`config.mk`:
```
export PLATFORM = sky130hd
export DESIGN_NAME = regfile_write_arbiter
export DESIGN_NICKNAME = d
export VERILOG_FILES = /design/src/rtl/rf_arb_pkg.sv /design/src/rtl/rr_arb2.sv /design/src/rtl/regfile_write_arbiter.sv
export SDC_FILE = /design/constraint.sdc
export NUM_CORES = 1
export LEC_CHECK = 0
export BUFFER_PORTS_ARGS = -buffer_cell sky130_fd_sc_hd__buf_2
export CAP_MARGIN = 20
export CORE_AREA = 2 2 45 47
export CTS_CLUSTER_SIZE = 10
export DETAILED_ROUTE_END_ITERATION = 8
export DIE_AREA = 0 0 47 49
export GPL_TIMING_DRIVEN = 0
export PLACE_DENSITY = 0.8
export RECOVER_POWER = 50
export SETUP_SLACK_MARGIN = 0.02
export SYNTH_ARGS = -nofsm -noshare
export SYNTH_HDL_FRONTEND = slang
export SYNTH_SLANG_ARGS = --single-unit
```
`constraint.sdc`:
```
create_clock -name clk -period 1.6 [get_ports clk]
set_clock_uncertainty 0.05 [all_clocks]
set_input_delay 0.16 -clock clk [delete_from_list [all_inputs] [get_ports clk]]
set_output_delay 0.16 -clock clk [all_outputs]
set_load 0.005 [all_outputs]
```
`src/rtl/rf_arb_pkg.sv`:
```
// Shared types and defaults for the register-file write-port arbiter.
package rf_arb_pkg;
  localparam int RF_DATA_W = 8;
  localparam int RF_ADDR_W = 3;

  typedef enum logic {ST_CLEAR, ST_RUN} arb_state_t;

  typedef struct packed {
    logic [RF_ADDR_W-1:0] addr;
    logic [RF_DATA_W-1:0] data;
  } wb_req_t;
endpackage

```
`src/rtl/rr_arb2.sv`:
```
// Two-way round-robin grant with a one-bit "last granted" pointer.
module rr_arb2 (
  input  logic       clk,
  input  logic       rst,
  input  logic [1:0] valid,
  input  logic       accept,
  output logic [1:0] grant
);
  logic last;

  // On a tie the requester that was not granted last wins.
  always_comb begin
    grant = valid;
    if (valid == 2'b11) grant = last ? 2'b01 : 2'b10;
  end

  always_ff @(posedge clk or negedge rst) begin
    if (!rst)        last <= 1'b1;
    else if (accept) last <= grant[1];
  end
endmodule

```
`src/rtl/regfile_write_arbiter.sv`:
```
// Arbitrates ALU and load writebacks onto the single register-file write port.
// Define RF_ARB_CLEAR_EN to compile in the post-reset clearing sweep.
module regfile_write_arbiter
  import rf_arb_pkg::*;
#(
  parameter int DATA_W      = RF_DATA_W,
  parameter int ADDR_W      = RF_ADDR_W,
  parameter bit ZERO_REG_RO = 1'b1
) (
  input  logic              clk,
  input  logic              rst,
  input  logic              req0_valid,
  input  logic [ADDR_W-1:0] req0_addr,
  input  logic [DATA_W-1:0] req0_data,
  output logic              req0_ready,
  input  logic              req1_valid,
  input  logic [ADDR_W-1:0] req1_addr,
  input  logic [DATA_W-1:0] req1_data,
  output logic              req1_ready,
  output logic              we3,
  output logic [ADDR_W-1:0] wa3,
  output logic [DATA_W-1:0] wd3,
  output logic              busy
);
  logic              run;
  logic [1:0]        valid_m;
  logic [1:0]        grant;
  logic              accept;
  logic [ADDR_W-1:0] sel_addr;
  logic [DATA_W-1:0] sel_data;
  logic              issue;

  assign valid_m    = {req1_valid, req0_valid} & {2{run}};
  assign accept     = |valid_m;
  assign req0_ready = grant[0];
  assign req1_ready = grant[1];
  assign sel_addr   = grant[1] ? req1_addr : req0_addr;
  assign sel_data   = grant[1] ? req1_data : req0_data;
  assign issue      = !(ZERO_REG_RO && (sel_addr == '0));

  rr_arb2 u_rr (
    .clk    (clk),
    .rst    (rst),
    .valid  (valid_m),
    .accept (accept),
    .grant  (grant)
  );

`ifdef RF_ARB_CLEAR_EN
  arb_state_t        state;
  logic [ADDR_W-1:0] cnt;

  assign run  = (state == ST_RUN);
  assign busy = (state == ST_CLEAR);

  always_ff @(posedge clk or negedge rst) begin
    if (!rst) begin
      state <= ST_CLEAR;
      cnt   <= '0;
      we3   <= 1'b0;
      wa3   <= '0;
      wd3   <= '0;
    end else if (state == ST_CLEAR) begin
      we3 <= 1'b1;
      wa3 <= cnt;
      wd3 <= '0;
      cnt <= cnt + 1'b1;
      if (cnt == '1) state <= ST_RUN;
    end else begin
      we3 <= accept && issue;
      if (accept) begin
        wa3 <= sel_addr;
        wd3 <= sel_data;
      end
    end
  end
`else
  assign run  = 1'b1;
  assign busy = 1'b0;

  always_ff @(posedge clk or negedge rst) begin
    if (!rst) begin
      we3 <= 1'b0;
      wa3 <= '0;
      wd3 <= '0;
    end else begin
      we3 <= accept && issue;
      if (accept) begin
        wa3 <= sel_addr;
        wd3 <= sel_data;
      end
    end
  end
`endif
endmodule

```
# After elaboration in Yosys (flattened, before gate mapping)
# Index checks and enable logic that the tools add are counted.
# Widths: inputs -> output; s select.
# totals
word_cells	13
out_inout_bits	15
in_bits	26
regBits	13
# op_classes
n_mux	4
n_reduce_logical	4
n_eq_ne	1
# ops
operator	count
$mux 8	1
$mux 2	2
$logic_not 3->1	1
$mux 3	1
$eq 2x2->1 const B	1
$reduce_or 2->1	1
$logic_and 1x1->1	1
$logic_not 1->1	1

# Depth between registers and ports, before layout
# Gate-level depths: netlist of run 1.
# logic_depth
ltp_word	6
ltp_mapped	5
depth_no_buf	4

# Cells and area by module
# From an unflattened synthesis of run 1, not the netlist that was laid out.
# unflattened
cells_unflattened	61
hier_area_um2	648.1
# modules_own_cells
module	seq_area_each_um2	area_per_inst_um2	cells_per_inst	n_inst
regfile_write_arbiter	300.3	584.3	56	1
rr_arb2	26.3	63.8	5	1

# Worst setup path after synthesis of run 1
# Ideal clock, no wire load.
# synth_path
kind	reg-to-reg
from	reg u_rr.last
to	reg we3
slack_ps	333
arrival_time_ps	1083
stages_incl_launch_ff	6
synth_period_minus_slack_ps	1267
required_time_ps	1416
setup_time_ps	134
cell_sequence	dfstp_2 a21bo_2 inv_2 buf_6 a32oi_2 o31ai_1
# synth_via
elab_chain_cells	6
# synth_lines
element	line	text
start: declaration	rr_arb2.sv:9	logic last;
start signal: assignment	rr_arb2.sv:19	else if (accept) last <= grant[1];
$mux 2 (2 in series)	rr_arb2.sv:14	if (valid == 2'b11) grant = last ? 2'b01 : 2'b10;
via req1_ready	regfile_write_arbiter.sv:19	output logic req1_ready,
$mux 3	regfile_write_arbiter.sv:37	assign sel_addr = grant[1] ? req1_addr : req0_addr;
$logic_not 3->1	regfile_write_arbiter.sv:39	assign issue = !(ZERO_REG_RO && (sel_addr == '0));
$logic_not 1->1	regfile_write_arbiter.sv:39	
$logic_and 1x1->1	regfile_write_arbiter.sv:87	we3 <= accept && issue;
end signal: assignment	regfile_write_arbiter.sv:87	
end: declaration	regfile_write_arbiter.sv:20	output logic we3,
# The timed path passes the listed nets, and every way through them passes these cells.
# A chain may end at the register's enable or synchronous reset.

# Final worst setup path of run 1
# layout_path
from	reg u_rr.last
to	out req1_ready
# layout_via
elab_chain_cells	2
# layout_lines
element	line
$mux 2 (2 in series)	rr_arb2.sv:14
end: declaration	regfile_write_arbiter.sv:19
# Every way passes these cells.

==> results.ini, run 1 <==
[clocking]
cts_sinks = 13
clock-root-buffer = clkbuf_4
cts_tree = built
post-cts-setup-buffer-count = 0
path_clk_slew_ns = 0.09
clock_latency_ns = 0.27
htreeDepth = 1
postCtsHoldBufs = 1
cts_resized = 0
cts.path.max_buffers = 2
numCtsBuffers = 3

[yosys]
synth.cell_area_um2 = 708
syn-num-nets = 97
syn_inst = 71
ys_types = 21
async_flop_share_pct = 100
yosysSeqAreaShare_pct = 46.1
synth_top_area_share_pct = 42.4
synth_flop_cell = dfrtp_1
synth_seq_cells = 13
synth_area_leaders = dfrtp_1 42%, mux2i_1 14%, a2bb2oi_1 9.9%
ys_warn_count = 0
synth_edf_count = 0
yosysTopAreaCell = dfrtp_1
syn_area_per_cell_um2 = 9.97

[timing]
worst_pin_slew_ns = 0.738
max_freq_mhz = 652
slew_viol_final = 0
hold_violations = 0
relSlewSlack_pct = 50.8
rsz0062_at_grt = no
finalSetupViolCount = 0
period_share_pct = 95.9
setup_ws_ns = 0.0659
hold_ws_ns = 0.0447
totalNegativeSetupSlack_ns = 0
fin_crit_ns = 1.53

[die]
die_h_um = 49
rows = 16
core_area_um2 = 1840
die_area_um2 = 2300
start_util_pct = 38.5
io_pins = 41
die_w_um = 47

[final_layout]
nets = 142
finalNonFillerCells = 142
area_growth_pct = 37.3
drive_gt1_share_pct = 43.5
fill_cells = 189
antenna_cells = 0

[grt]
antenna_found_initial = 0
grt_pass1_wl_mm = 2.95
grt_pass1_vias = 694
gr-total-overflow = 0
grt_max_degree = 14
grt_usage_pct = 17.1

[worst_setup_path]
arrival_ns = 1.32
reg2reg_depth = 5
worstSetupPathType = register to output port
start_kind = register
endpoint_kind = output port
path_max_fanout = 10
cp.required_ns = 1.39

[place]
portBuffers = 39
place_congestion = 0.822
place_ws_ns = 0.238
dp_hpwl_mm = 1.27
dp.cells = 137

[drt]
drtIter0Drc = 10
post_drt_wl_per_cell_um = 12.4
via_per_inst = 4.81
drt-pass1-iter-count = 4
drt-total-wl_mm = 1.77
drc = 0
ant_nets = 0
via_count = 683

[power_and_ir_drop]
p_leak_nw = 0.521
p_total_w = 0.000840
irDropWorstVdd_v = 0.000525
p_per_area_nw_per_um2 = 864

[worst_hold_path]
min_path_type = primary input to register
whs_path_depth = 3

[outcome]
status = completed

[job]
maxCapViolCount = 0

==> through the flow <==
stage	instance area, um^2	utilization, %
after floorplan	708	-
after global placement	937	50.9
after detailed placement	937	50.9
after CTS	973	52.9
after global routing	972	52.8
final	972	52.8
==> cell usage in the layout (no fill, tap or decap), drive strengths merged, types with 2 or more instances in the layout <==
cell / synthesis / layout
dfrtp: 12 / 12
nor3: 2 / 2
o21ai: 2 / 2
buf: 5 / 43
mux2i: 10 / 10
clkbuf: 1 / 6
nand3: 8 / 8
a2bb2oi: 8 / 8
nor2: 2 / 2
nand2: 12 / 12
==> cell usage after synthesis (2+ instances only) <==
library cell / number
dfrtp_1: 12
nand2_1: 12
mux2i_1: 10
a2bb2oi_1: 8
nand3_1: 8
buf_2: 2
buf_4: 2
nor2_1: 2
nor3_1: 2
o21ai_1: 2
==> flip-flops by register name (all words and copies together) (netlist names) <==
register   flops
wd3            8
wa3            3
u_rr.last      1
we3            1
==> cell families after synthesis <==
| group | count (synthesis) | share of synthesized area [%] |
|---|---|---|
| simple gates | 26 | 16.3 |
| compound gates | 14 | 16.8 |
| flops | 13 | 46.1 |
| mux | 10 | 14.1 |
| buf+inv | 7 | 6.18 |
| other cells | 1 | 0.530 |
==> path summary, 6_finish.rpt <==
| check | startpoint | to | slack [ns] |
|---|---|---|---|
| worst max-delay path | u_rr.last | req1_ready | 0.07 |
| worst min-delay path | req1_data[6] | wd3[6] | 0.04 |
| worst max register to register | u_rr.last | we3 | 0.23 |
| worst min register to register | wa3[2] | wa3[2] | 0.44 |
| max in group asynchronous | rst | wd3[7] | 0.61 |
| min in group asynchronous | rst | we3 | 0.42 |
==> worst max-delay path, cell delays in order, from the launching register on <==
cell     delay [ns]
dfstp_2        0.54
a21bo_2        0.19
inv_2          0.06
buf_6          0.14
buf_2          0.12
==> metal layers <==
layer  wire length (um)  global-route usage [%]  vias up  share of wire [%]
met2                908                    29.9       22                 51
met4                  0                    4.17        0                  0
met1                767                    20.3      323                 43
met3                 91                    4.07        0                5.1
li1                   -                       -      338                  -
met5                  0                       0        -                  0
==> where the power goes <==
group / switching [W] / internal (W)
Combinational: 0.000113 / 0.000121
Clock: 0.000114 / 0.0000965
Sequential: 0.0000208 / 0.000374
Total: 0.000248 / 0.000591
==> area by class of cell <==
| cell class | count | area (um^2) | area share [%] |
|---|---|---|---|
| multi-input cells | 51 | 338 | 34.7 |
| repair buffers | 40 | 204 | 21.0 |
| flip-flops and latches | 13 | 327 | 33.6 |
| plain buffers | 6 | 40.0 | 4.12 |
| well taps | 27 | 33.8 | 3.47 |
| inverters | 1 | 3.75 | 0.386 |
| clock buffers | 4 | 26.3 | 2.70 |
Power figures use the tool's default switching activity.
==> run 2, diff against run 1 <==
--- a/config.mk
+++ b/config.mk
@@ -7,12 +7,12 @@
 export LEC_CHECK = 0
 export BUFFER_PORTS_ARGS = -buffer_cell sky130_fd_sc_hd__buf_2
 export CAP_MARGIN = 20
-export CORE_AREA = 2 2 45 47
+export CORE_AREA = 2 2 47 49
 export CTS_CLUSTER_SIZE = 10
 export DETAILED_ROUTE_END_ITERATION = 8
-export DIE_AREA = 0 0 47 49
+export DIE_AREA = 0 0 49 51
 export GPL_TIMING_DRIVEN = 0
-export PLACE_DENSITY = 0.8
+export PLACE_DENSITY = 0.77
 export RECOVER_POWER = 50
 export SETUP_SLACK_MARGIN = 0.02
 export SYNTH_ARGS = -nofsm -noshare
==> constraint.sdc (replaced) <==
create_clock -name clk -period 1.4 [get_ports clk]
set_clock_uncertainty 0.05 [all_clocks]
set_input_delay 0.14 -clock clk [delete_from_list [all_inputs] [get_ports clk]]
set_output_delay 0.14 -clock clk [all_outputs]
set_load 0.005 [all_outputs]
==> run 2 against run 1 <==
Against the previous run: cell count is 4.9% higher; wire length is 10% higher; critical path depth is 1 lower; via count is 7.9% higher; combinational power is 31% higher; utilization is 2.2 points lower; largest cell class unchanged.
==> results.ini, run 2 (same netlist as run 1, synthesis figures left out) <==
[clocking]
cts_tree = built
numCtsBuffers = 3  ; unchanged
clock-root-buffer = clkbuf_4
path_clk_slew_ns = 0.09  ; about the same
htreeDepth = 1  ; unchanged
cts_sinks = 13  ; unchanged
cts.path.max_buffers = 2  ; unchanged
clock_latency_ns = 0.28  ; about the same

[final_layout]
mostFrequentLayoutCells = 38 x buf_2, 12 x nand2_1, 12 x dfrtp_1
utilization_pct = 50.6  ; -2.2 points
final_common_cell = buf_2
fin_area_um2 = 1040  ; +7.3%
area_growth_pct = 47.3
fill_cells = 215  ; +14%
drive_gt1_share_pct = 47.1  ; +3.6 points
largest_register = wd3
reg.largest.list = wd3 (8), wa3 (3)
antenna_cells = 0  ; unchanged
largest_reg_flops = 8  ; unchanged
nets = 148  ; +4.2%

[place]
portBuffers = 39  ; unchanged
place_area_um2 = 938  ; +0.13%
dp_hpwl_mm = 1.34  ; +5.6%
place_ws_ns = 0.0352  ; -0.202 ns
place_congestion = 0.678  ; -18%

[worst_setup_path]
arrival_ns = 1.20  ; -0.12 ns
endpoint_kind = output port
start_kind = register
r2r_end = we3
reg2reg_depth = 5  ; unchanged
worstSetupPathType = register to output port
cp.required_ns = 1.21  ; -0.18 ns
startpoint = u_rr.last
path_max_fanout = 3  ; -7
endpoint = req0_ready
reg2reg_slack_ns = 0.07  ; -0.16 ns
rr_startpoint = u_rr.last

[grt]
grtUsageMet1_pct = 18.4  ; -1.9 points
grt.busiest_layer = met2
grtUsageMet2_pct = 29.0  ; -0.91 points
grt_max_degree = 14  ; unchanged
gr-total-overflow = 0  ; unchanged
grt_pass1_vias = 701  ; +1.0%
grt_usage_pct = 16.2  ; -0.97 points
gr-usage-met3_pct = 3.80  ; -0.27 points
grt_pass1_wl_mm = 3.03  ; +2.6%
antenna_found_initial = 0  ; unchanged

[timing]
setup_ws_ns = 0.0107  ; -0.0552 ns
period_share_pct = 99.2
hold_violations = 0  ; unchanged
max_freq_mhz = 720
slew_viol_final = 0  ; unchanged
finalSetupViolCount = 0  ; unchanged
relSlewSlack_pct = 51.1  ; +0.30 points
worst_pin_slew_ns = 0.733  ; -0.00456 ns
rsz0062_at_grt = yes
fin_crit_ns = 1.39
totalNegativeSetupSlack_ns = 0  ; unchanged

[outcome]
status = completed

[drt]
drt-total-wl_mm = 1.95  ; +10%
drc = 0  ; unchanged
drt-pass1-iter-count = 4  ; unchanged
via_count = 737  ; +7.9%
post_drt_wl_per_cell_um = 13.1  ; +5.0%
via_per_inst = 4.95  ; +2.8%
drtIter0Drc = 4  ; -6
ant_nets = 0  ; unchanged

[power_and_ir_drop]
switching_share_pct = 29.9  ; +0.36 points
p_total_w = 0.00101  ; +20%
power.internal_w = 0.000704  ; +19%
p_leak_nw = 0.559  ; +7.4%
p_seq_share_pct = 45.3  ; -1.7 points
p_comb_share_pct = 30.4  ; +2.5 points
p_per_area_nw_per_um2 = 963  ; +12%
p_sw_w = 0.000301  ; +21%
pwr-share-clk_pct = 24.2  ; -0.9 points
irDropWorstVdd_v = 0.000628  ; +20%

[die]
die_w_um = 49  ; +4.3%
core_area_um2 = 2060  ; +12%
die_h_um = 51  ; +4.1%
start_util_pct = 34.3  ; -4.1 points
io_pins = 41  ; unchanged
die_area_um2 = 2500  ; +8.5%
rows = 17  ; +1

[worst_hold_path]
min_path_type = primary input to register

[job]
maxCapViolCount = 0  ; unchanged

## run 2: stage by stage
stage | cells | hold WS, ns
final | 149 | 0.0143
after global routing | 149 | 0.0233
after CTS | 144 | 0.0145
after detailed placement | 138 | -0.00328
after global placement | 138 | -0.00521
after floorplan | 71 | -0.206
## run 2: worst max-delay path, cell delays in order (launching register included)
cell	delay (ns)
dfstp_2	0.56
nand2b_4	0.13
and2_4	0.14
buf_6	0.08
## run 2: layout make-up
| class | instances | area (um^2) | area share (%) |
|---|---|---|---|
| timing repair buffer | 47 | 262 | 25.1 |
| sequential | 13 | 327 | 31.3 |
| buffer | 5 | 28.8 | 2.76 |
| tap | 28 | 35.0 | 3.36 |
| clock buffer | 4 | 26.3 | 2.52 |
| inverter | 1 | 11.3 | 1.08 |
| multi-input combinational | 51 | 354 | 33.9 |
## run 2: power groups by stage
| stage | logic (W) | clock network (W) | registers [W] |
|---|---|---|---|
| floorplan | 0.000141 | 0 | 0.000462 |
| global placement | 0.000262 | 0 | 0.000457 |
| detailed placement | 0.000269 | 0 | 0.000460 |
| CTS | 0.000288 | 0.000246 | 0.000456 |
| global route | 0.000337 | 0.000262 | 0.000461 |
| finish | 0.000306 | 0.000244 | 0.000456 |
## run 2: how the worst min path moves through the flow
stage	to	cells past startpoint	slack [ns]	startpoint
floorplan	wa3[0]	0	-0.21	rst
global placement	wa3[0]	1	-0.005	rst
global route	wd3[7]	3	0.02	req1_data[7]
detailed placement	wd3[2]	1	-0.003	rst
finish	wd3[4]	3	0.01	req1_data[4]
CTS	wd3[7]	3	0.01	req1_data[7]
## run 2: repair_timing
item	in CTS	in global routing
setup endpoints to repair	2	2
pin swaps	1	1
hold buffers	1	0
gates resized for setup	5	2
buffers inserted	2	5
hold endpoints to repair	13	0
## run 2: layer usage
metal	wire length, um	part of all wire, %
met3	136	7.0
met1	825	42
met5	0	0
met2	956	49
met4	28	1.4
==> run 3, diff against run 2 <==
--- a/config.mk
+++ b/config.mk
@@ -7,12 +7,12 @@
 export LEC_CHECK = 0
 export BUFFER_PORTS_ARGS = -buffer_cell sky130_fd_sc_hd__buf_2
 export CAP_MARGIN = 20
-export CORE_AREA = 2 2 47 49
+export CORE_AREA = 2 2 43 45
 export CTS_CLUSTER_SIZE = 10
 export DETAILED_ROUTE_END_ITERATION = 8
-export DIE_AREA = 0 0 49 51
+export DIE_AREA = 0 0 45 47
 export GPL_TIMING_DRIVEN = 0
-export PLACE_DENSITY = 0.77
+export PLACE_DENSITY = 0.86
 export RECOVER_POWER = 50
 export SETUP_SLACK_MARGIN = 0.02
 export SYNTH_ARGS = -nofsm -noshare
==> constraint.sdc (replaced) <==
create_clock -name clk -period 1.7 [get_ports clk]
set_clock_uncertainty 0.05 [all_clocks]
set_input_delay 0.17 -clock clk [delete_from_list [all_inputs] [get_ports clk]]
set_output_delay 0.17 -clock clk [all_outputs]
set_load 0.005 [all_outputs]
==> run 3 against run 2 <==
Against the previous run: combinational power decreased by 29%; flip-flop and latch count did not move; cell count down 11%; wire length decreased by 8.6%; clock power is 23% lower; hold slack better by 0.040 ns; largest cell class unchanged.
==> results.ini, run 3 (same netlist as run 1, synthesis figures left out) <==
[final_layout]
area_growth_pct = 34.8
finalNonFillerCells = 132  ; -11%
antenna_cells = 0  ; unchanged
reg.largest.list = wd3 (8), wa3 (3)
drive_gt1_share_pct = 40.0  ; -7.1 points
final_common_cell = buf_2
fin_area_um2 = 955  ; -8.5%
mostFrequentLayoutCells = 36 x buf_2, 12 x nand2_1, 12 x dfrtp_1
largest_reg_flops = 8  ; unchanged
nets = 142  ; -4.1%
fill_cells = 155  ; -28%
largest_register = wd3

[clocking]
numCtsBuffers = 3  ; unchanged
clock-root-buffer = clkbuf_4
cts_sinks = 13  ; unchanged
path_clk_slew_ns = 0.08  ; about the same
cts.path.max_buffers = 2  ; unchanged
cts_tree = built
clock_latency_ns = 0.27  ; about the same
htreeDepth = 1  ; unchanged

[timing]
hold_violations = 0  ; unchanged
worst_pin_slew_ns = 0.692  ; -0.0417 ns
fin_crit_ns = 1.54
rsz0062_at_grt = no
relSlewSlack_pct = 53.9  ; +2.8 points
totalNegativeSetupSlack_ns = 0  ; unchanged
slew_viol_final = 0  ; unchanged
finalSetupViolCount = 0  ; unchanged
period_share_pct = 90.4
max_freq_mhz = 651

[worst_setup_path]
cp.required_ns = 1.48  ; +0.27 ns
worstSetupPathType = register to output port
start_kind = register
arrival_ns = 1.32  ; +0.12 ns
path_buf_inv = 3  ; +2
critical-path-max-stage-delay_ns = 0.54  ; -0.02 ns
crit_path_cell_trace = a21bo_2 > inv_2 > buf_6 > buf_2
endpoint_kind = output port
critPathTopFamily = flip-flops
path_max_fanout = 10  ; +7
cpMaxStageDelayCell = dfstp_2

[worst_hold_path]
min_path_type = primary input to register

[die]
die_w_um = 45  ; -8.2%
die_h_um = 47  ; -7.8%
rows = 15  ; -2
die_area_um2 = 2120  ; -15%
core_area_um2 = 1650  ; -20%
io_pins = 41  ; unchanged
start_util_pct = 42.9  ; +8.6 points

[grt]
grt_usage_pct = 17.9  ; +1.7 points
gr-total-overflow = 0  ; unchanged
antenna_found_initial = 0  ; unchanged
grt_pass1_vias = 594  ; -15%
grt_pass1_wl_mm = 2.62  ; -13%
grt_max_degree = 14  ; unchanged

[power_and_ir_drop]
p_per_area_nw_per_um2 = 813  ; -16%
irDropWorstVdd_v = 0.000360  ; -43%
p_leak_nw = 0.510  ; -8.8%

[place]
portBuffers = 39  ; unchanged
dp.cells = 127  ; -8.0%
place_area_um2 = 925  ; -1.5%
dp_hpwl_mm = 1.33  ; -1.4%
place_congestion = 0.681  ; +0.35%

[drt]
drt-total-wl_mm = 1.78  ; -8.6%
via_count = 691  ; -6.2%
drtIter0Drc = 18  ; +14
ant_nets = 0  ; unchanged
via_per_inst = 5.23  ; +5.8%
drc = 0  ; unchanged
post_drt_wl_per_cell_um = 13.5  ; +3.1%
drt-pass1-iter-count = 4  ; unchanged

[job]
maxCapViolCount = 0  ; unchanged

[outcome]
status = completed

[run 3: changes by cell type in the layout (fill, tap and decap cells not counted)]
cell / before / now
inv_2: 0 / 1
nand2b_1: 0 / 1
nand2b_4: 1 / 0
a21bo_2: 0 / 1
a21bo_4: 1 / 0
inv_8: 1 / 0
buf_4: 9 / 2
and2_4: 1 / 0
buf_2: 38 / 36
clkbuf_1: 4 / 7
and2_1: 0 / 1
[run 3: area by class of cell]
class	count	area (um^2)	area share, %
multi-input cells	51	338	35.4
clock buffers	4	26.3	2.75
flip-flops and latches	13	327	34.2
inverters	1	3.75	0.393
repair buffers	40	199	20.8
plain buffers	6	40.0	4.19
well taps	17	21.3	2.23
[run 3: layer usage]
| layer | part of all wire (%) | GRT usage, % | vias up |
|---|---|---|---|
| li1 | - | - | 340 |
| met1 | 41 | 22.0 | 321 |
| met2 | 50 | 28.6 | 26 |
| met3 | 6.2 | 2.31 | 4 |
| met4 | 2.0 | 14.1 | 0 |
| met5 | 0 | 0 | - |
[run 3: what timing repair did]
action / CTS / global route
buffers inserted: 0 / 0
endpoints found under the hold margin: 13 / 0
resized for setup: 0 / 0
hold buffers: 1 / 0
[run 3: worst register-to-register path, delay by kind of cell (launching register included)]
family                 cells  cell delay (ns)
buffers and inverters      2             0.19
AOI/OAI and AO/OA          3             0.46
DFF                        1             0.54
[run 3: path summary, 6_finish.rpt]
path / slack, ns / cells after the start / end / startpoint
max in group asynchronous: 0.76 / 2 / wd3[6] / rst
setup reg to reg: 0.32 / 5 / we3 / u_rr.last
setup / recovery: 0.16 / 4 / req1_ready / u_rr.last
hold / removal: 0.05 / 3 / wd3[5] / req1_data[5]
hold reg to reg: 0.44 / 2 / wa3[1] / wa3[1]
min in group asynchronous: 0.39 / 2 / wd3[4] / rst
[run 3: power by group]
part | leakage [nW] | total, W | switching, W | internal [W]
Sequential | 0.152 | 0.000371 | 0.0000195 | 0.000352
Combinational | 0.344 | 0.000218 | 0.000107 | 0.000111
Clock | 0.0150 | 0.000187 | 0.0000961 | 0.0000908
[run 3: metrics by stage]
| step | hold WS (ns) | worst slack [ns] | utilization (%) | power, W |
|---|---|---|---|---|
| floorplan | -0.176 | 0.433 | - | 0.000496 |
| global placement | 0.0170 | 0.366 | 56.0 | 0.000589 |
| detailed placement | 0.0228 | 0.340 | 56.0 | 0.000598 |
| CTS | 0.0526 | 0.159 | 58.2 | 0.000787 |
| global route | 0.0472 | 0.106 | 57.8 | 0.000833 |
| finish | 0.0543 | 0.163 | 57.8 | 0.000777 |
